===== config.mk =====
export PLATFORM = sky130hd
export DESIGN_NAME = hazard_ctrl_unit
export DESIGN_NICKNAME = d
export VERILOG_FILES = /design/src/rtl/hazard_ctrl_unit_pkg.sv /design/src/rtl/hazard_ctrl_unit_cmp.sv /design/src/rtl/hazard_ctrl_unit.sv
export SDC_FILE = /design/constraint.sdc
export NUM_CORES = 1
export LEC_CHECK = 0
export BUFFER_PORTS_ARGS = -buffer_cell sky130_fd_sc_hd__buf_2
export CORE_MARGIN = 3
export CORE_UTILIZATION = 41
export CTS_CLUSTER_DIAMETER = 40
export CTS_CLUSTER_SIZE = 25
export DETAILED_ROUTE_END_ITERATION = 10
export PLACE_DENSITY = 0.93
export SLEW_MARGIN = 40
export SYNTH_ARGS = -nofsm -noshare
export SYNTH_HDL_FRONTEND = slang
export SYNTH_SLANG_ARGS = --single-unit

===== constraint.sdc =====
create_clock -name clk -period 3.1 [get_ports clk]
set_clock_uncertainty 0.15 [all_clocks]
set_input_delay 0.31 -clock clk [delete_from_list [all_inputs] [get_ports clk]]
set_output_delay 0.31 -clock clk [all_outputs]
set_load 0.02 [all_outputs]

===== src/rtl/hazard_ctrl_unit_pkg.sv =====
// hazard_ctrl_unit_pkg: shared state encoding, defaults and parameter range check for the hazard control unit
package hazard_ctrl_unit_pkg;
  localparam logic [1:0] ST_RUN    = 2'd0;
  localparam logic [1:0] ST_LSTALL = 2'd1;
  localparam logic [1:0] ST_BFLUSH = 2'd2;
  localparam int REG_AW_DEF = 5;
  function automatic bit params_ok(int load_stall_cycles, int branch_penalty);
    return load_stall_cycles >= 1 && load_stall_cycles <= 7 &&
           branch_penalty >= 1 && branch_penalty <= 3;
  endfunction
endpackage


===== src/rtl/hazard_ctrl_unit_cmp.sv =====
// hazard_cmp: combinational load-use comparator (x0 and operand-use qualified)
// ports: mem_read/rd describe the EX instruction, rs1/rs2/use_rs1/use_rs2 the ID instruction, hz is the hazard flag
module hazard_cmp
  import hazard_ctrl_unit_pkg::*;
#(
  parameter int REG_AW = REG_AW_DEF
) (
  input  logic              mem_read,
  input  logic [REG_AW-1:0] rd,
  input  logic [REG_AW-1:0] rs1,
  input  logic [REG_AW-1:0] rs2,
  input  logic              use_rs1,
  input  logic              use_rs2,
  output logic              hz
);
  assign hz = mem_read & (rd != '0) & ((use_rs1 & (rs1 == rd)) | (use_rs2 & (rs2 == rd)));
endmodule


===== src/rtl/hazard_ctrl_unit.sv =====
// hazard_ctrl_unit: stall/bubble/flush/freeze control for the 5-stage pipeline
// inputs : clk, rst (sync active-high), id_ex_mem_read, id_ex_rd, if_id_rs1/rs2, if_id_use_rs1/rs2, ex_branch_taken, mem_busy
// outputs: pc_write, if_id_write, ctrl_select (0 = bubble), if_id_flush, id_ex_flush, pipe_freeze, stall_cnt, flush_cnt
// HAZARD_PERF_CNT_EN enables the stall/flush cycle counters; otherwise both read 0
module hazard_ctrl_unit
  import hazard_ctrl_unit_pkg::*;
#(
  parameter int REG_AW            = REG_AW_DEF,
  parameter int LOAD_STALL_CYCLES = 1,
  parameter int BRANCH_PENALTY    = 1,
  parameter int CNT_W             = 32
) (
  input  logic              clk,
  input  logic              rst,
  input  logic              id_ex_mem_read,
  input  logic [REG_AW-1:0] id_ex_rd,
  input  logic [REG_AW-1:0] if_id_rs1,
  input  logic [REG_AW-1:0] if_id_rs2,
  input  logic              if_id_use_rs1,
  input  logic              if_id_use_rs2,
  input  logic              ex_branch_taken,
  input  logic              mem_busy,
  output logic              pc_write,
  output logic              if_id_write,
  output logic              ctrl_select,
  output logic              if_id_flush,
  output logic              id_ex_flush,
  output logic              pipe_freeze,
  output logic [CNT_W-1:0]  stall_cnt,
  output logic [CNT_W-1:0]  flush_cnt
);
  localparam bit PARAMS_OK = params_ok(LOAD_STALL_CYCLES, BRANCH_PENALTY);
  if (!PARAMS_OK) begin : g_bad_params
    $error("hazard_ctrl_unit: LOAD_STALL_CYCLES must be 1..7 and BRANCH_PENALTY 1..3");
  end
  logic       hz;
  logic [1:0] state, state_n;
  logic [2:0] cnt, cnt_n;
  hazard_cmp #(.REG_AW(REG_AW)) u_cmp (
    .mem_read(id_ex_mem_read),
    .rd      (id_ex_rd),
    .rs1     (if_id_rs1),
    .rs2     (if_id_rs2),
    .use_rs1 (if_id_use_rs1),
    .use_rs2 (if_id_use_rs2),
    .hz      (hz)
  );
  // mem_busy holds state so a pending branch or hazard is handled once memory completes
  always_comb begin
    pc_write    = 1'b1;
    if_id_write = 1'b1;
    ctrl_select = 1'b1;
    if_id_flush = 1'b0;
    id_ex_flush = 1'b0;
    pipe_freeze = 1'b0;
    state_n     = state;
    cnt_n       = cnt;
    if (rst) begin
      pc_write    = 1'b0;
      if_id_write = 1'b0;
      ctrl_select = 1'b0;
      if_id_flush = 1'b1;
      id_ex_flush = 1'b1;
      state_n     = ST_RUN;
      cnt_n       = '0;
    end else if (mem_busy) begin
      pipe_freeze = 1'b1;
      pc_write    = 1'b0;
      if_id_write = 1'b0;
    end else if (state == ST_BFLUSH) begin
      if_id_flush = 1'b1;
      cnt_n       = cnt - 3'd1;
      state_n     = cnt == 3'd1 ? ST_RUN : ST_BFLUSH;
    end else if (state == ST_LSTALL) begin
      pc_write    = 1'b0;
      if_id_write = 1'b0;
      ctrl_select = 1'b0;
      cnt_n       = cnt - 3'd1;
      state_n     = cnt == 3'd1 ? ST_RUN : ST_LSTALL;
    end else if (ex_branch_taken) begin
      // the dependent instruction is squashed, so hz is irrelevant here
      if_id_flush = 1'b1;
      id_ex_flush = 1'b1;
      state_n     = BRANCH_PENALTY > 1 ? ST_BFLUSH : ST_RUN;
      cnt_n       = 3'(BRANCH_PENALTY - 1);
    end else if (hz) begin
      pc_write    = 1'b0;
      if_id_write = 1'b0;
      ctrl_select = 1'b0;
      state_n     = LOAD_STALL_CYCLES > 1 ? ST_LSTALL : ST_RUN;
      cnt_n       = 3'(LOAD_STALL_CYCLES - 1);
    end
  end
  always_ff @(posedge clk) begin
    if (rst) begin
      state <= ST_RUN;
      cnt   <= '0;
    end else begin
      state <= state_n;
      cnt   <= cnt_n;
    end
  end
`ifdef HAZARD_PERF_CNT_EN
  always_ff @(posedge clk) begin
    if (rst) begin
      stall_cnt <= '0;
      flush_cnt <= '0;
    end else begin
      stall_cnt <= stall_cnt + CNT_W'(!ctrl_select);
      flush_cnt <= flush_cnt + CNT_W'(if_id_flush);
    end
  end
`else
  assign stall_cnt = '0;
  assign flush_cnt = '0;
`endif
endmodule


Word-level counts from Yosys, hierarchy flattened:

Index checks and enable logic that the tools add are counted.

* register bits: 5
* output and inout bits: 70
* word-level logic and storage cells: 45

* add/sub/neg operators: 1
* equal/unequal tests: 5
* muxes and demuxes: 28
* bitwise gates (word level): 6
* reductions and logical operators: 3

Operators by type and width (number)
* $mux W1: 19
* $mux W3: 4
* $eq A5 B5 Y1: 2
* $mux W2: 5
* $reduce_bool A5 Y1: 1
* $and A1 B1 Y1: 4
* $reduce_bool A4 Y1: 1
* $eq A3 B1 Y1 const B: 1
* $sub A3 B1 Y3 const B: 1
* $eq A2 B1 Y1 const B: 1
* $eq A2 B2 Y1 const B: 1
* $reduce_and A2 Y1: 1
* $not A1 Y1: 1
* $or A1 B1 Y1: 1

Longest topological paths before layout:

* depth in word-level cells: 10
* mapped depth: 7

By module:

Synthesis repeated with hierarchy kept, for this count alone.

* cell total of the unflattened synthesis: 133
* area, all modules: 1029.7 um2

Modules (own cells, without submodules)
* hazard_ctrl_unit: times used 1, cells an instance 116, area each 895.9 um2
* hazard_cmp: times used 1, cells an instance 17, area each 133.9 um2

Least setup slack after synthesis:

No wires, ideal clock.

* kind: in2out
* start point: input port id_ex_rd[1]
* end point: output port pc_write
* arrival time: 1.999 ns
* required time: 2.640 ns
* slack: 0.641 ns
* stages: 5
* path through: or4_1 > o21ai_2 > o31ai_1 > a211oi_1 > buf_4

* cells in the longest elaborated chain, start to end: 10
* elaborated cells on any way between the ends: 14

RTL lines
* start, declared: RTL line hazard_ctrl_unit.sv:16 `input logic [REG_AW-1:0] id_ex_rd,`
* $eq A5 B5 Y1: RTL line hazard_ctrl_unit_cmp.sv:16 `assign hz = mem_read & (rd != '0) & ((use_rs1 & (rs1 == rd)) | (use_rs2 & (rs2 == rd)));`
* $and A1 B1 Y1: RTL line hazard_ctrl_unit_cmp.sv:16
* $or A1 B1 Y1: RTL line hazard_ctrl_unit_cmp.sv:16
* $and A1 B1 Y1 *: RTL line hazard_ctrl_unit_cmp.sv:16
* $mux W1 * (6 in a row)
* end, declared: RTL line hazard_ctrl_unit.sv:23 `output logic pc_write,`

Mark *: on every way between the ends. The rest lies on a longest branch, timed or not.

Worst setup path in the final report:

* start point: input port id_ex_rd[1]
* end point: output port pc_write

* cells in the longest elaborated chain, start to end: 10
* elaborated cells on any way between the ends: 14

RTL lines
* $eq A5 B5 Y1: RTL line hazard_ctrl_unit_cmp.sv:16
* $and A1 B1 Y1: RTL line hazard_ctrl_unit_cmp.sv:16
* $or A1 B1 Y1: RTL line hazard_ctrl_unit_cmp.sv:16
* $and A1 B1 Y1 *: RTL line hazard_ctrl_unit_cmp.sv:16
* $mux W1 *: RTL line hazard_ctrl_unit.sv:86 `end else if (hz) begin`
* $mux W1 *: RTL line hazard_ctrl_unit.sv:80 `end else if (ex_branch_taken) begin`
* $mux W1 *: RTL line hazard_ctrl_unit.sv:74 `end else if (state == ST_LSTALL) begin`
* $mux W1 *: RTL line hazard_ctrl_unit.sv:70 `end else if (state == ST_BFLUSH) begin`
* $mux W1 *: RTL line hazard_ctrl_unit.sv:66 `end else if (mem_busy) begin`
* $mux W1 *: RTL line hazard_ctrl_unit.sv:58 `if (rst) begin`

Marks and branches as above.

==> flow_summary.html <==
<table>
<tr><th>Metric</th><th>Value</th></tr>
<tr><th colspan="2">Yosys</th></tr>
<tr><td>Sequential fraction of the synthesis area</td><td>9.709%</td></tr>
<tr><td>Number of register bits inferred by synthesis</td><td>5</td></tr>
<tr><td>Distinct cell type count of the synthesized netlist</td><td>35</td></tr>
<tr><td>Number of standard cells after synthesis</td><td>130</td></tr>
<tr><td>Mean cell area of the mapped netlist</td><td>7.931 um2</td></tr>
<tr><td>Yosys warning total</td><td>0</td></tr>
<tr><td>Primary flip-flop cell chosen by synthesis mapping</td><td>sky130_fd_sc_hd__dfxtp_1</td></tr>
<tr><td>Async SR Flop Fraction</td><td>0%</td></tr>
<tr><td>Post-Synthesis Cell Area</td><td>1031 um2</td></tr>
<tr><td>Count of flip-flops with a built-in enable after synthesis</td><td>0</td></tr>
<tr><th colspan="2">Routing</th></tr>
<tr><td>Total via count after detailed routing</td><td>704</td></tr>
<tr><td>Initial detailed-routing violation count</td><td>13</td></tr>
<tr><td>Vias per cell</td><td>3.785</td></tr>
<tr><td>Length of the first detailed-routing pass in iterations</td><td>4</td></tr>
<tr><td>Residual DRC count</td><td>0</td></tr>
<tr><td>Count of antenna-violating nets left after detailed routing</td><td>0</td></tr>
<tr><td>Final WL</td><td>1.630 mm</td></tr>
<tr><td>Routed wire length per instance</td><td>8.763 um</td></tr>
<tr><th colspan="2">Place</th></tr>
<tr><td>Half-perimeter wire length after placement</td><td>1.468 mm</td></tr>
<tr><td>Port-buffer cells</td><td>27</td></tr>
<tr><td>Worst setup timing slack at the placement stage</td><td>886.2 ps</td></tr>
<tr><td>Last weighted congestion value of the routability-driven placer</td><td>0.8658</td></tr>
<tr><td>Cell total after placement</td><td>182</td></tr>
<tr><th colspan="2">CTS</th></tr>
<tr><td>CTS tree</td><td>done</td></tr>
<tr><td>Buffer count from post-CTS setup fixing</td><td>0</td></tr>
<tr><td>CTS HTree Levels</td><td>1</td></tr>
<tr><td>Clock tree root buffer cell</td><td>sky130_fd_sc_hd__clkbuf_4</td></tr>
<tr><td>Clock-pin slew reported for the worst setup and hold paths after clock tree synthesis</td><td>40 ps</td></tr>
<tr><td>Post-CTS resize count</td><td>0</td></tr>
<tr><td>Clock latency at the later pin of the worst-skew pair</td><td>240 ps</td></tr>
<tr><td>Number of buffers created by CTS</td><td>3</td></tr>
<tr><td>CTS Buffer Depth</td><td>2</td></tr>
<tr><td>CTS sink cnt</td><td>5</td></tr>
<tr><td>CTS Hold Buffers Added</td><td>0</td></tr>
<tr><th colspan="2">Cells and area</th></tr>
<tr><td>Ant. Diodes</td><td>0</td></tr>
<tr><td>Number of standard cells in the final layout excluding fillers</td><td>186</td></tr>
<tr><td>Proportion of layout cells with a drive suffix above 1</td><td>24.05%</td></tr>
<tr><td>Leading cell types in the layout, fill and taps excluded</td><td>sky130_fd_sc_hd__conb_1, sky130_fd_sc_hd__buf_2, sky130_fd_sc_hd__inv_1, sky130_fd_sc_hd__xor2_1, sky130_fd_sc_hd__dfxtp_1</td></tr>
<tr><td>Count of fill cells added during filler insertion</td><td>232</td></tr>
<tr><td>Most frequent standard cell in the layout excluding fill and tap cells</td><td>sky130_fd_sc_hd__conb_1</td></tr>
<tr><td>Multi-input combinational cell area</td><td>645.6 um2</td></tr>
<tr><td>Area grow syn2layout</td><td>-5.704%</td></tr>
<tr><td>Nets</td><td>185</td></tr>
<tr><td>Sequential cell area in the final layout</td><td>100.1 um2</td></tr>
<tr><th colspan="2">STA</th></tr>
<tr><td>Setup repair after global routing missed its margin</td><td>false</td></tr>
<tr><td>Final max-slew violation count</td><td>0</td></tr>
<tr><td>Final setup margin</td><td>896.2 ps</td></tr>
<tr><td>Number of failing setup endpoints in the final timing report</td><td>0</td></tr>
<tr><td>Post-route setup TNS</td><td>0 ps</td></tr>
<tr><td>Final hold slack</td><td>259.7 ps</td></tr>
<tr><td>Highest clock rate</td><td>0.4538 GHz</td></tr>
<tr><td>Part of the cycle the worst path needs</td><td>71.09%</td></tr>
<tr><td>Final worst path period need</td><td>2204 ps</td></tr>
<tr><td>Hold Vio Cnt, Final</td><td>0</td></tr>
<tr><th colspan="2">Global routing</th></tr>
<tr><td>Wire length of the first global-routing pass</td><td>2.311 mm</td></tr>
<tr><td>Grt ovf</td><td>0</td></tr>
<tr><td>Global-route usage over all layers</td><td>9.199%</td></tr>
<tr><td>Number of global-route vias before repair</td><td>566</td></tr>
<tr><td>Initial antenna violation count</td><td>0</td></tr>
<tr><td>Maximum number of pins on one net before global-route repair</td><td>12</td></tr>
<tr><th colspan="2">Setup path</th></tr>
<tr><td>Data arrival time at the worst-slack endpoint</td><td>1740 ps</td></tr>
<tr><td>Largest stage delay on the critical path</td><td>550 ps</td></tr>
<tr><td>Critical path buffer and inverter count</td><td>2</td></tr>
<tr><td>Category of cells accounting for the largest share of critical-path delay</td><td>compound AO/OA/AOI/OAI gates</td></tr>
<tr><td>Maximum fanout along the worst path</td><td>3</td></tr>
<tr><td>Crit Path Category</td><td>primary input to primary output</td></tr>
<tr><td>Worst path cell trace</td><td>buf_2 &gt; or4_1 &gt; o21ai_2 &gt; o31ai_1 &gt; a211oi_1 &gt; buf_2</td></tr>
<tr><td>Crit path required time</td><td>2640 ps</td></tr>
<tr><td>Critical-path cell with the highest stage delay</td><td>sky130_fd_sc_hd__or4_1</td></tr>
<tr><td>Slack of the worst reg-to-reg path</td><td>1260 ps</td></tr>
<tr><td>Worst setup EP type</td><td>primary output</td></tr>
<tr><td>Cell repeated most along the worst path</td><td>sky130_fd_sc_hd__buf_2</td></tr>
<tr><td>Type of origin of the critical path</td><td>primary input</td></tr>
<tr><th colspan="2">Die</th></tr>
<tr><td>Floorplan die height</td><td>56.15 um</td></tr>
<tr><td>CORE AREA</td><td>2297 um2</td></tr>
<tr><td># rows</td><td>17</td></tr>
<tr><td>Io pins</td><td>92</td></tr>
<tr><td>Die width</td><td>56.15 um</td></tr>
<tr><td>Die outline area</td><td>3152 um2</td></tr>
<tr><td>Effective utilization at floorplan</td><td>44.88%</td></tr>
<tr><th colspan="2">Pwr</th></tr>
<tr><td>Power density cells</td><td>273.7 nW/um2</td></tr>
<tr><td>Leakage power figure</td><td>0.5237 nW</td></tr>
<tr><td>Worst supply voltage drop on vdd</td><td>0.0001118 V</td></tr>
<tr><td>Power, Total</td><td>0.2661 mW</td></tr>
<tr><th colspan="2">Status</th></tr>
<tr><td>Run status</td><td>finished clean</td></tr>
<tr><th colspan="2">Hold path</th></tr>
<tr><td>Hold/Removal Path Class</td><td>primary input to register</td></tr>
<tr><th colspan="2">Job</th></tr>
<tr><td>Max-cap viol count</td><td>0</td></tr>
</table>
[power by group]
part / switching (mW) / internal, mW / total, mW
Sequential: 0.000000000000000203 / 0.0645 / 0.0645
Clock: 0.0265 / 0.0487 / 0.0752
Combinational: 0.100 / 0.0263 / 0.126
[layer usage]
metal | vias to the layer above | routed length (um) | GRT usage [%]
met5 | - | 0 | 0
met4 | 0 | 6 | 5.763
met3 | 2 | 266 | 4.408
met2 | 49 | 801 | 14.52
met1 | 300 | 556 | 9.753
li1 | 353 | - | -
[metrics by stage]
step / cell area (um2) / utilization (%)
after floorplan: 1267 / -
after global placement: 945.9 / 41.18
final: 972.2 / 42.32
after global routing: 972.2 / 42.32
after CTS: 972.2 / 42.32
after detailed placement: 945.9 / 41.18
[Yosys cell counts, drive strengths merged, types with 2 or more instances]
| cell | count | area share (%) |
|---|---|---|
| buf | 65 | 47 |
| mux2i | 2 | 1.9 |
| or3 | 2 | 1.2 |
| xor2 | 8 | 6.8 |
| xnor2 | 2 | 1.7 |
| nor2 | 3 | 1.1 |
| nor4 | 3 | 2.4 |
| nand2 | 2 | 0.73 |
| inv | 8 | 2.9 |
| ha | 4 | 4.9 |
| dfxtp | 5 | 9.7 |
| o21ai | 4 | 2.3 |
| nor2b | 2 | 1.2 |
| a21oi | 2 | 0.97 |
[area by class of cell]
cell class,instances,area share [%]
multi-input cells,114,66.41
clock buffers,4,2.703
repair buffers,27,13.90
inverters,8,3.089
well taps,28,3.604
flip-flops and latches,5,10.30
[sequential cells by signal, indices dropped and copies added (netlist names)]
name   cells
cnt        3
state      2
[final timing paths]
check         startpoint        to  cells after the start
min reg2reg       cnt[1]    cnt[1]                      2
max          id_ex_rd[1]  pc_write                      6
min                  rst  state[1]                      2
max reg2reg     state[0]  state[0]                      6
[cell families after synthesis]
kind of cell	after synthesis	synth area share, %
muxes	3	3.398
xor gates and xnor gates	10	8.496
other	1	0.3637
and+or+nand+nor	17	10.32
buffers and inverters	74	50.61
DFF	5	9.709
AOI/OAI and AO/OA	16	12.26
adders and majority gates	4	4.855
Note: power is estimated with default switching activity, not from simulation.
